File: src/rtl/imem_fetch_ctrl.sv
// Instruction-memory fetch controller: one outstanding read, squash of wrong-path
// responses, and a bounded wait that substitutes a NOP and flags a bus error.
module imem_fetch_ctrl #(
   parameter int unsigned TIMEOUT   = 255,
   parameter logic [31:0] NOP_INSTR = 32'h0000_0013
) (
   input  logic        i_clk,
   input  logic        i_rst_n,
   input  logic        i_fetch_req,
   input  logic [31:0] i_fetch_addr,
   input  logic        i_redirect,
   input  logic        i_de_stall,
   output logic        o_if_stall,
   output logic [31:0] o_instr_out,
   output logic        o_instr_valid,
   output logic        o_mem_req,
   output logic [31:0] o_mem_addr,
   input  logic        i_mem_gnt,
   input  logic        i_mem_rvalid,
   input  logic [31:0] i_mem_rdata,
   output logic        o_bus_err,
   output logic [7:0]  o_err_count
);

   localparam logic [1:0] S_IDLE      = 2'd0;
   localparam logic [1:0] S_WAIT_GNT  = 2'd1;
   localparam logic [1:0] S_WAIT_DATA = 2'd2;
   localparam logic [1:0] S_HOLD      = 2'd3;
   localparam logic [7:0] TMO_LAST    = 8'(TIMEOUT - 32'd1);

   logic [1:0]  r_state;
   logic        r_mem_req;
   logic [31:0] r_mem_addr;
   logic [31:0] r_instr_out;
   logic        r_instr_valid;
   logic        r_bus_err;
   logic [7:0]  r_err_count;
   logic        r_squash;
   logic [7:0]  r_wait_cnt;

   logic [1:0]  w_state_nxt;
   logic        w_mem_req_nxt;
   logic [31:0] w_mem_addr_nxt;
   logic [31:0] w_instr_nxt;
   logic        w_valid_nxt;
   logic        w_bus_err_nxt;
   logic [7:0]  w_err_count_nxt;
   logic        w_squash_nxt;
   logic [7:0]  w_wait_cnt_nxt;
   logic        w_in_wait;
   logic        w_in_wait_nxt;
   logic        w_squash_eff;
   logic        w_tmo_hit;
   logic        w_timeout;

   // Next-state and datapath decode for the fetch FSM
   always_comb begin
      w_state_nxt     = r_state;
      w_mem_req_nxt   = r_mem_req;
      w_mem_addr_nxt  = r_mem_addr;
      w_instr_nxt     = r_instr_out;
      w_valid_nxt     = r_instr_valid;
      w_bus_err_nxt   = 1'b0;
      w_err_count_nxt = r_err_count;
      w_timeout       = 1'b0;
      w_in_wait       = (r_state == S_WAIT_GNT) || (r_state == S_WAIT_DATA);
      w_squash_eff    = r_squash | i_redirect;
      w_tmo_hit       = (r_wait_cnt == TMO_LAST);

      case (r_state)
         S_IDLE: begin
            if (i_fetch_req) begin
               w_mem_addr_nxt = i_fetch_addr;
               w_mem_req_nxt  = 1'b1;
               w_state_nxt    = S_WAIT_GNT;
            end else begin
               w_state_nxt    = S_IDLE;
            end
         end
         S_WAIT_GNT: begin
            // The wait budget wins over a grant arriving on the very last cycle
            if (w_tmo_hit) begin
               w_timeout     = 1'b1;
            end else if (i_mem_gnt) begin
               w_mem_req_nxt = 1'b0;
               w_state_nxt   = S_WAIT_DATA;
            end else begin
               w_state_nxt   = S_WAIT_GNT;
            end
         end
         S_WAIT_DATA: begin
            if (i_mem_rvalid) begin
               if (w_squash_eff) begin
                  w_state_nxt = S_IDLE;
               end else begin
                  w_instr_nxt = i_mem_rdata;
                  w_valid_nxt = 1'b1;
                  w_state_nxt = S_HOLD;
               end
            end else if (w_tmo_hit) begin
               w_timeout   = 1'b1;
            end else begin
               w_state_nxt = S_WAIT_DATA;
            end
         end
         S_HOLD: begin
            if (!i_de_stall || i_redirect) begin
               w_valid_nxt = 1'b0;
               if (i_fetch_req) begin
                  w_mem_addr_nxt = i_fetch_addr;
                  w_mem_req_nxt  = 1'b1;
                  w_state_nxt    = S_WAIT_GNT;
               end else begin
                  w_state_nxt    = S_IDLE;
               end
            end else begin
               w_state_nxt = S_HOLD;
            end
         end
         default: begin
            w_state_nxt   = S_IDLE;
            w_mem_req_nxt = 1'b0;
            w_valid_nxt   = 1'b0;
         end
      endcase

      if (w_timeout) begin
         w_mem_req_nxt   = 1'b0;
         w_bus_err_nxt   = 1'b1;
         w_err_count_nxt = (r_err_count == 8'hFF) ? r_err_count : r_err_count + 8'd1;
         if (w_squash_eff) begin
            w_state_nxt = S_IDLE;
         end else begin
            w_instr_nxt = NOP_INSTR;
            w_valid_nxt = 1'b1;
            w_state_nxt = S_HOLD;
         end
      end else begin
         w_bus_err_nxt = 1'b0;
      end

      w_in_wait_nxt  = (w_state_nxt == S_WAIT_GNT) || (w_state_nxt == S_WAIT_DATA);
      w_squash_nxt   = w_in_wait_nxt ? (r_squash | (w_in_wait & i_redirect)) : 1'b0;
      w_wait_cnt_nxt = (w_in_wait && w_in_wait_nxt) ? r_wait_cnt + 8'd1 : 8'd0;
   end

   // State and output registers
   always_ff @(posedge i_clk or negedge i_rst_n) begin
      if (!i_rst_n) begin
         r_state       <= S_IDLE;
         r_mem_req     <= 1'b0;
         r_mem_addr    <= 32'd0;
         r_instr_out   <= 32'd0;
         r_instr_valid <= 1'b0;
         r_bus_err     <= 1'b0;
         r_err_count   <= 8'd0;
         r_squash      <= 1'b0;
         r_wait_cnt    <= 8'd0;
      end else begin
         r_state       <= w_state_nxt;
         r_mem_req     <= w_mem_req_nxt;
         r_mem_addr    <= w_mem_addr_nxt;
         r_instr_out   <= w_instr_nxt;
         r_instr_valid <= w_valid_nxt;
         r_bus_err     <= w_bus_err_nxt;
         r_err_count   <= w_err_count_nxt;
         r_squash      <= w_squash_nxt;
         r_wait_cnt    <= w_wait_cnt_nxt;
      end
   end

   assign o_if_stall    = ~(r_instr_valid & ~i_de_stall);
   assign o_instr_out   = r_instr_out;
   assign o_instr_valid = r_instr_valid;
   assign o_mem_req     = r_mem_req;
   assign o_mem_addr    = r_mem_addr;
   assign o_bus_err     = r_bus_err;
   assign o_err_count   = r_err_count;

endmodule

File: config.mk
export PLATFORM = sky130hd
export DESIGN_NAME = imem_fetch_ctrl
export DESIGN_NICKNAME = d
export VERILOG_FILES = /design/src/rtl/imem_fetch_ctrl.sv
export SDC_FILE = /design/constraint.sdc
export NUM_CORES = 1
export LEC_CHECK = 0
export CAP_MARGIN = 0
export CORE_ASPECT_RATIO = 1.4
export CORE_MARGIN = 2
export CORE_UTILIZATION = 46
export CTS_CLUSTER_SIZE = 30
export DETAILED_ROUTE_END_ITERATION = 16
export PLACE_DENSITY = 0.81
export SYNTH_ARGS = -nofsm -noshare
export SYNTH_HDL_FRONTEND = slang
export SYNTH_SLANG_ARGS = --single-unit
File: constraint.sdc
create_clock -name i_clk -period 3.5 [get_ports i_clk]
set_input_delay 0.525 -clock i_clk [delete_from_list [all_inputs] [get_ports i_clk]]
set_output_delay 0.525 -clock i_clk [all_outputs]
set_load 0.02 [all_outputs]
==> out/results.ini, run 1 <==
[outcome]
run_status=complete, no violations

[min_path]
hp-class=in2async

[timing]
period_share_pct=69.1
slew_viol_final=0
worst_pin_slew_ns=1.06
maxSlewHeadroom_pct=29.6
tns_ns=0
skew_ns=0.00836
max_freq_ghz=0.414
rsz0062_at_grt=false
finalSetupViolations=0
fin_crit_ns=2.42
finalHoldViolations=0

[synthesis]
yosys_warnings=0
yosysUniqueCellTypes=35
synth_edf_count=0
syn_inst=323
async_reset_ff_share_pct=100
synth_top_area_share_pct=59.2
synth.area.top_cells=dfrtp_1, mux2_2, nand2_1
synth_flop_cell=dfrtp_1
synthesis.area_mm2=0.00363
ys_ff_latch=86
synth_nets=401
ys_seq_area_share_pct=59.2
yosys.area.top_type=dfrtp_1
postSynthAreaPerCell_um2=11.2

[final_layout]
nNetsFinal=548
drive_gt1_share_pct=12.7
syn_to_final_growth_pct=47.7
antenna_cells=0
final_cells=574
stdcell_area_mm2=0.00537
nFillCells=616

[clock_network]
cts-root-buf=clkbuf_8
ctsHoldBuffers=0
cts_resized=0
cts_htree_levels=3
clk_pin_slew_ns=0.08
cts_sinks=86
cts_tree=built
cts_made_buffers=9
post_cts_buffers=0
cts.path.max_buffers=2
clk_latency_ns=0.34

[routing]
viasPerCell=4.99
postRouteAntennaNets=0
drt_pass1_iterations=4
drt_iter0_drc=170
wire_per_inst_um=15.6
wl_um=8940
num_vias=2867
drcViolationCount=0

[critical_path]
cp.arrival_ns=2.63
crit_path_start_kind=flop
r2r_slack_ns=1.08
cp_slowest_cell=dfrtp_1
required_ns=3.72
r2r-end=r_wait_cnt[3]
critPathCaptureType=flop
reg2reg_from=r_state[0]
ff2ff_path_depth=8
path_cells=inv_1 -> ha_1 -> nor2b_1 -> o21ai_1 -> nor2_1 -> a311o_1 -> xnor2_4 -> nor3_1
path_max_fanout=9
slowest_delay_ns=0.43
crit_type=reg2reg

[placed_design]
placed_cells=559
numPortBuffers=146
gp_congestion=0.903
place_area_mm2=0.00521
hpwl_um=6440

[grt]
grt_pass1_vias=2966
grt_max_degree=87
grt_pass1_wl_um=14300
grt_usage_pct=21.5
grt_overflow=0
antenna_found_initial=0

[die]
start_util_pct=47.2
die_area_mm2=0.00863
fp.dieW_um=79.1
num_io_pins=147
row_count=38
die_h_um=109
core_region_area_mm2=0.00770

[power]
p_leak_nw=2.30
powerDensity_mw_per_mm2=765
peakVddDrop_mv=0.415

[job]
maxCapViolCount=0

state kept, by name, summed over array words and instances (netlist names):
signal	flops
o_mem_req	1
o_instr_out	32
o_instr_valid	1
r_state	2
r_wait_cnt	8
r_squash	1
o_mem_addr	32
o_bus_err	1
o_err_count	8
worst max-delay path by stage:
stage                          start       endpoint  slack, ns
after global routing      r_state[0]  r_wait_cnt[3]       0.85
after detailed placement  i_redirect  r_wait_cnt[3]       0.81
after global placement    i_redirect  r_wait_cnt[3]       0.87
final                     r_state[0]  r_wait_cnt[3]       1.08
after floorplan           r_state[0]  r_wait_cnt[2]       1.38
after CTS                 r_state[0]  r_wait_cnt[3]       1.10
stage by stage:
step,setup slack [ns],utilization [%],total power (W),hold slack [ns]
after floorplan,1.38,-,0.00259,0.229
after global placement,0.868,67.6,0.00351,0.486
after detailed placement,0.815,67.6,0.00355,0.492
after CTS,1.10,69.7,0.00414,0.410
after global routing,0.854,69.7,0.00435,0.433
final,1.08,69.7,0.00410,0.348
cell type report:
type,instances,area (um^2),area share [%]
Clock buffer,11,131,2.45
Clock inverter,4,25.0,0.466
Inverter,5,18.8,0.350
Multi-Input combinational cell,217,1420,26.4
Sequential cell,86,2150,40.1
Tap cell,100,125,2.33
Timing Repair Buffer,151,1500,27.9
cells by family (layout without fill, tap and decap cells):
kind of cell | Yosys count | count (layout) | share of synthesized area [%]
AND/OR/NAND/NOR | 117 | 117 | 14.7
adder cells (fa/ha/maj) | 7 | 7 | 2.41
XOR/XNOR | 14 | 14 | 3.89
flip-flops | 86 | 86 | 59.2
AO/OA/AOI/OAI | 45 | 45 | 7.06
buffers and inverters | 20 | 171 | 2.07
multiplexers | 34 | 34 | 10.6
report_power, final:
group          leakage [nW]  total (W)  switching (W)  internal (W)
registers              1.10    0.00155       0.000195       0.00135
logic                  1.13    0.00198       0.000966       0.00101
clock network        0.0752   0.000583       0.000331      0.000252
metal layers:
metal / global-route usage (%) / routed length (um) / part of all wire (%) / vias to the layer above
li1: - / - / - / 1382
met4: 8.25 / 159 / 1.8 / 0
met1: 24.7 / 3440 / 39 / 1402
met3: 5.46 / 352 / 3.9 / 14
met5: 0 / 0 / 0 / -
met2: 38.3 / 4980 / 56 / 69
Yosys cell counts, drive strengths merged, types with 2 or more instances:
cell / count
nand3: 9
o21ai: 5
inv: 5
nand2b: 3
mux2: 34
clkbuf: 15
a21oi: 33
nor3: 10
xor2: 7
xnor2: 7
dfrtp: 86
ha: 7
nand2: 76
nand4: 2
nor2b: 3
and3: 2
and4: 2
nor2: 5
layout by cell type, fill, tap and decap left out, drive strengths merged, types with 9 or more instances in the layout:
master / count
a21oi: 33
clkbuf: 11
clkdlybuf4s50: 145
dfrtp: 86
mux2: 34
nand2: 76
nand3: 9
nor3: 10
critical path, delay by kind of cell (launching register included):
family          cells  cell delay [ns]
simple gates        3             0.44
buf+inv             1             0.10
compound gates      2             0.75
flops               1             0.43
xor+xnor            1             0.31
fa+ha+maj           1             0.26
Note: power is estimated with default switching activity, not from simulation.
==> inputs of run 2 (changes only) <==
--- a/config.mk
+++ b/config.mk
@@ -8,10 +8,10 @@
 export CAP_MARGIN = 0
 export CORE_ASPECT_RATIO = 1.4
 export CORE_MARGIN = 2
-export CORE_UTILIZATION = 46
+export CORE_UTILIZATION = 39
 export CTS_CLUSTER_SIZE = 30
 export DETAILED_ROUTE_END_ITERATION = 16
-export PLACE_DENSITY = 0.81
+export PLACE_DENSITY = 0.72
 export SYNTH_ARGS = -nofsm -noshare
 export SYNTH_HDL_FRONTEND = slang
 export SYNTH_SLANG_ARGS = --single-unit
==> constraint.sdc (replaced) <==
create_clock -name i_clk -period 2.1 [get_ports i_clk]
set_input_delay 0.315 -clock i_clk [delete_from_list [all_inputs] [get_ports i_clk]]
set_output_delay 0.315 -clock i_clk [all_outputs]
set_load 0.02 [all_outputs]
==> out/results.ini, run 2 (synthesized netlist as in run 1, its figures left out) <==
[power]
powerDensity_mw_per_mm2=1320  ; was 765 mW/mm^2
peakVddDrop_mv=1.01  ; was 0.415 mV
finalPower_w=0.00780  ; was 0.00410 W
p_leak_nw=2.53  ; was 2.30 nW

[final_layout]
antenna_cells=0  ; unchanged
layout_common_cells=clkdlybuf4s50_1, dfrtp_1, nand2_1, a21oi_1, mux2_2  ; unchanged
nFillCells=719  ; was 616
nNetsFinal=578  ; was 548
syn_to_final_growth_pct=62.1  ; was 47.7%
final_common_cell=clkdlybuf4s50_1  ; unchanged
fin_util_pct=65.2  ; was 69.7%
drive_gt1_share_pct=21.2  ; was 12.7%

[routing]
postRouteAntennaNets=0  ; unchanged
wire_per_inst_um=16.2  ; was 15.6 um
drt_iter0_drc=162  ; was 170
num_vias=3064  ; was 2867
wl_um=9900  ; was 8940 um
drcViolationCount=0  ; unchanged
viasPerCell=5.01  ; was 4.99
drt_pass1_iterations=4  ; unchanged

[die]
die_area_mm2=0.0101  ; was 0.00863 mm^2
die_h_um=118  ; was 109 um
fp.dieW_um=85.6  ; was 79.1 um
num_io_pins=147  ; unchanged
row_count=41  ; was 38
core_region_area_mm2=0.00903  ; was 0.00770 mm^2
start_util_pct=40.2  ; was 47.2%

[critical_path]
path_max_fanout=5  ; was 9
cp_slowest_cell=a311o_2  ; was dfrtp_1
path_cells=and4_4 -> nand4_4 -> mux2_4 -> a311o_2 -> xnor2_4 -> nor3_2  ; was inv_1 -> ha_1 -> nor2b_1 -> o21ai_1 -> nor2_1 -> a311o_1 -> xnor2_4 -> nor3_1
path_delay_family=compound AO/OA/AOI/OAI gates  ; unchanged
crit_path_start_kind=flop  ; unchanged
slowest_delay_ns=0.49  ; was 0.43 ns
ff2ff_path_depth=6  ; was 8
critPathCaptureType=flop  ; unchanged
crit_type=reg2reg  ; unchanged
required_ns=2.31  ; was 3.72 ns
path_buf_inv=0  ; was 1
cp.arrival_ns=2.26  ; was 2.63 ns
critical_path_depth=6  ; was 8

[timing]
maxSlewHeadroom_pct=73.1  ; was 29.6%
rsz0062_at_grt=true  ; was false
slew_viol_final=0  ; unchanged
tns_ns=0  ; unchanged
finalHoldViolations=0  ; unchanged
skew_ns=0.00916  ; was 0.00836 ns
worst_slack_ns=0.0451  ; was 1.08 ns
holdWs_ns=0.424  ; was 0.348 ns
max_freq_ghz=0.487  ; was 0.414 GHz
period_share_pct=97.9  ; was 69.1%
finalSetupViolations=0  ; unchanged
worst_pin_slew_ns=0.400  ; was 1.06 ns
fin_crit_ns=2.05  ; was 2.42 ns

[placed_design]
dp_worst_setup_slack_ns=-0.183  ; was 0.815 ns
numPortBuffers=146  ; unchanged
gp_congestion=0.813  ; was 0.903
hpwl_um=7000  ; was 6440 um

[min_path]
hp-class=in2async  ; unchanged

[outcome]
run_status=complete, no violations  ; unchanged

[grt]
grt_overflow=0  ; unchanged
antenna_found_initial=0  ; unchanged
grt_max_degree=43  ; was 87
grt_usage_pct=20.6  ; was 21.5%
grt_pass1_vias=3283  ; was 2966
grt_pass1_wl_um=16400  ; was 14300 um

[clock_network]
clk_pin_slew_ns=0.06  ; was 0.08 ns
cts_made_buffers=9  ; unchanged
cts_sinks=86  ; unchanged
clk_latency_ns=0.33  ; was 0.34 ns
cts-root-buf=clkbuf_16  ; was clkbuf_8
cts_tree=built  ; unchanged
cts_htree_levels=3  ; unchanged
cts.path.max_buffers=2  ; unchanged

[job]
maxCapViolCount=0  ; unchanged

==> run 2: final timing paths <==
path / end / slack, ns / start
max: r_wait_cnt[2] / 0.05 / r_wait_cnt[4]
min: o_mem_addr[2] / 0.42 / i_rst_n
max reg2reg: r_wait_cnt[2] / 0.05 / r_wait_cnt[4]
min reg2reg: o_instr_out[0] / 0.50 / o_instr_out[0]
max in group asynchronous: r_state[1] / 1.02 / i_rst_n
min in group i_clk: o_instr_out[0] / 0.50 / o_instr_out[0]
==> run 2: per-stage QoR <==
| step | instances | area [um^2] |
|---|---|---|
| finish | 611 | 5890 |
| global route | 611 | 5890 |
| CTS | 609 | 5840 |
| detailed placement | 589 | 5440 |
| global placement | 589 | 5440 |
| floorplan | 323 | 3630 |
==> run 2: repair_timing <==
| action | 4_1_cts | 5_1_grt |
|---|---|---|
| hold buffers | 1 | 0 |
| resized for setup | 13 | 10 |
| endpoints found under the hold margin | 20 | 0 |
| pin swaps | 10 | 2 |
| setup endpoints to repair | 11 | 14 |
| cloned | 1 | 0 |
| buffers inserted | 3 | 2 |
==> run 2: area by class of cell <==
type / count / area (um^2) / share of cell area [%]
clock inverter: 4 / 47.5 / 0.807
sequential: 86 / 2150 / 36.6
timing repair buffer: 180 / 1770 / 30.1
tap: 107 / 134 / 2.27
clock buffer: 11 / 243 / 4.12
inverter: 5 / 18.8 / 0.319
multi-input combinational: 218 / 1520 / 25.9
==> run 2: power breakdown <==
part | switching [W] | internal [W]
Combinational | 0.00178 | 0.00189
Clock | 0.000611 | 0.000943
Sequential | 0.000319 | 0.00226
Total | 0.00271 | 0.00509
==> run 2: layer usage <==
| layer | share of wire (%) | track usage [%] | vias to the layer above |
|---|---|---|---|
| li1 | - | - | 1449 |
| met1 | 38 | 24.0 | 1497 |
| met2 | 55 | 36.2 | 97 |
| met3 | 4.4 | 3.49 | 21 |
| met4 | 3.2 | 9.72 | 0 |
| met5 | 0 | 0 | - |
==> inputs of run 3 (changes only) <==
--- a/config.mk
+++ b/config.mk
@@ -12,6 +12,7 @@
 export CTS_CLUSTER_SIZE = 30
 export DETAILED_ROUTE_END_ITERATION = 16
 export PLACE_DENSITY = 0.72
+export SKIP_CTS_REPAIR_TIMING = 1
 export SYNTH_ARGS = -nofsm -noshare
 export SYNTH_HDL_FRONTEND = slang
 export SYNTH_SLANG_ARGS = --single-unit
==> out/results.ini, run 3 (synthesized netlist as in run 1, its figures left out) <==
[critical_path]
crit_path_start_kind=flop  ; unchanged
critPathCaptureType=flop  ; unchanged
cp_slowest_cell=a311o_2  ; unchanged
cp.arrival_ns=2.31  ; was 2.26 ns
required_ns=2.30  ; was 2.31 ns
crit_type=reg2reg  ; unchanged
path_buf_inv=2  ; was 0
path_delay_family=compound AO/OA/AOI/OAI gates  ; unchanged
path_max_fanout=5  ; unchanged
slowest_delay_ns=0.50  ; was 0.49 ns
path_cells=inv_2 -> ha_4 -> buf_6 -> nand2_4 -> or3_4 -> a311o_2 -> xnor2_4 -> nor3_2  ; was and4_4 -> nand4_4 -> mux2_4 -> a311o_2 -> xnor2_4 -> nor3_2

[die]
start_util_pct=40.2  ; unchanged
fp.dieW_um=85.6  ; unchanged
row_count=41  ; unchanged
die_area_mm2=0.0101  ; unchanged
core_region_area_mm2=0.00903  ; unchanged
num_io_pins=147  ; unchanged
die_h_um=118  ; unchanged

[clock_network]
clk_latency_ns=0.33  ; about the same
cts.path.max_buffers=2  ; unchanged
cts_made_buffers=9  ; unchanged
cts_sinks=86  ; unchanged
clk_pin_slew_ns=0.06  ; about the same
cts-root-buf=clkbuf_16  ; unchanged
cts_tree=built  ; unchanged
cts_htree_levels=3  ; unchanged

[timing]
max_freq_ghz=0.474  ; was 0.487 GHz
finalHoldViolations=0  ; unchanged
finalSetupViolations=1  ; was 0
maxSlewHeadroom_pct=72.9  ; was 73.1%
slew_viol_final=0  ; unchanged
fin_crit_ns=2.11  ; was 2.05 ns
holdWs_ns=0.425  ; was 0.424 ns
period_share_pct=101  ; was 97.9%
rsz0062_at_grt=true  ; unchanged
worst_slack_ns=-0.0119  ; was 0.0451 ns
worst_pin_slew_ns=0.404  ; was 0.400 ns
skew_ns=0.00684  ; was 0.00916 ns

[grt]
antenna_found_initial=0  ; unchanged
grt_usage_pct=20.0  ; was 20.6%
grt_pass1_vias=3179  ; was 3283
grt_pass1_wl_um=15900  ; was 16400 um
grt_overflow=0  ; unchanged
grt_max_degree=43  ; unchanged

[final_layout]
antenna_cells=0  ; unchanged
final_common_cell=clkdlybuf4s50_1  ; unchanged
drive_gt1_share_pct=20.4  ; was 21.2%
syn_to_final_growth_pct=61.8  ; was 62.1%
nNetsFinal=574  ; was 578
layout_common_cells=clkdlybuf4s50_1, dfrtp_1, nand2_1, a21oi_1, mux2_2  ; unchanged
nFillCells=719  ; unchanged
fin_util_pct=65.1  ; was 65.2%

[routing]
num_vias=3040  ; was 3064
postRouteAntennaNets=0  ; unchanged
viasPerCell=5.01  ; about the same
wire_per_inst_um=16.0  ; was 16.2 um
drcViolationCount=0  ; unchanged
drt_iter0_drc=147  ; was 162
wl_um=9680  ; was 9900 um
drt_pass1_iterations=4  ; unchanged

[power]
finalPower_w=0.00777  ; was 0.00780 W
peakVddDrop_mv=1.00  ; was 1.01 mV
powerDensity_mw_per_mm2=1320  ; about the same
p_leak_nw=2.53  ; about the same

[placed_design]
numPortBuffers=146  ; unchanged
gp_congestion=0.813  ; unchanged
hpwl_um=7000  ; unchanged

[job]
maxCapViolCount=0  ; unchanged

[min_path]
hp-class=in2async  ; unchanged

[outcome]
violations=setup timing
run_status=finished, violations left  ; was complete, no violations

## run 3: report_power, final
group / internal (W) / switching (W) / leakage [nW] / total (W)
logic: 0.00189 / 0.00177 / 1.29 / 0.00365
registers: 0.00226 / 0.000317 / 1.10 / 0.00257
clock network: 0.000943 / 0.000606 / 0.141 / 0.00155
## run 3: layout make-up
class | instances | area (um^2) | area share (%)
Multi-Input combinational cell | 218 | 1540 | 26.2
Clock buffer | 11 | 243 | 4.13
Inverter | 5 | 18.8 | 0.319
Sequential cell | 86 | 2150 | 36.6
Clock inverter | 4 | 47.5 | 0.809
Timing Repair Buffer | 176 | 1740 | 29.6
Tap cell | 107 | 134 | 2.28
## run 3: per-stage QoR
step	setup slack (ns)	cells	instance area (um^2)	TNS, ns
4_1_cts	-0.0936	604	5730	-0.757
6_report	-0.0119	607	5880	-0.0119
3_5_place_dp	-0.183	589	5440	-1.94
2_1_floorplan	0.00870	323	3630	0
3_3_place_gp	-0.140	589	5440	-1.41
5_1_grt	-0.0992	607	5880	-0.543
## run 3: path summary, 6_finish.rpt
path | cells past startpoint | end | from | slack, ns
setup / recovery | 8 | r_wait_cnt[1] | r_state[0] | -0.01
hold / removal | 2 | o_mem_addr[2] | i_rst_n | 0.42
setup reg to reg | 8 | r_wait_cnt[1] | r_state[0] | -0.01
hold reg to reg | 2 | o_instr_out[0] | o_instr_out[0] | 0.50
max in group asynchronous | 3 | o_instr_out[5] | i_rst_n | 1.05
min in group i_clk | 2 | o_instr_out[0] | o_instr_out[0] | 0.50
## run 3: metal layers
layer	global-route usage, %	part of all wire, %	routed length, um
met1	23.5	37	3590
met2	34.9	54	5270
met3	3.35	4.9	478
met4	9.42	3.6	344
met5	0	0	0
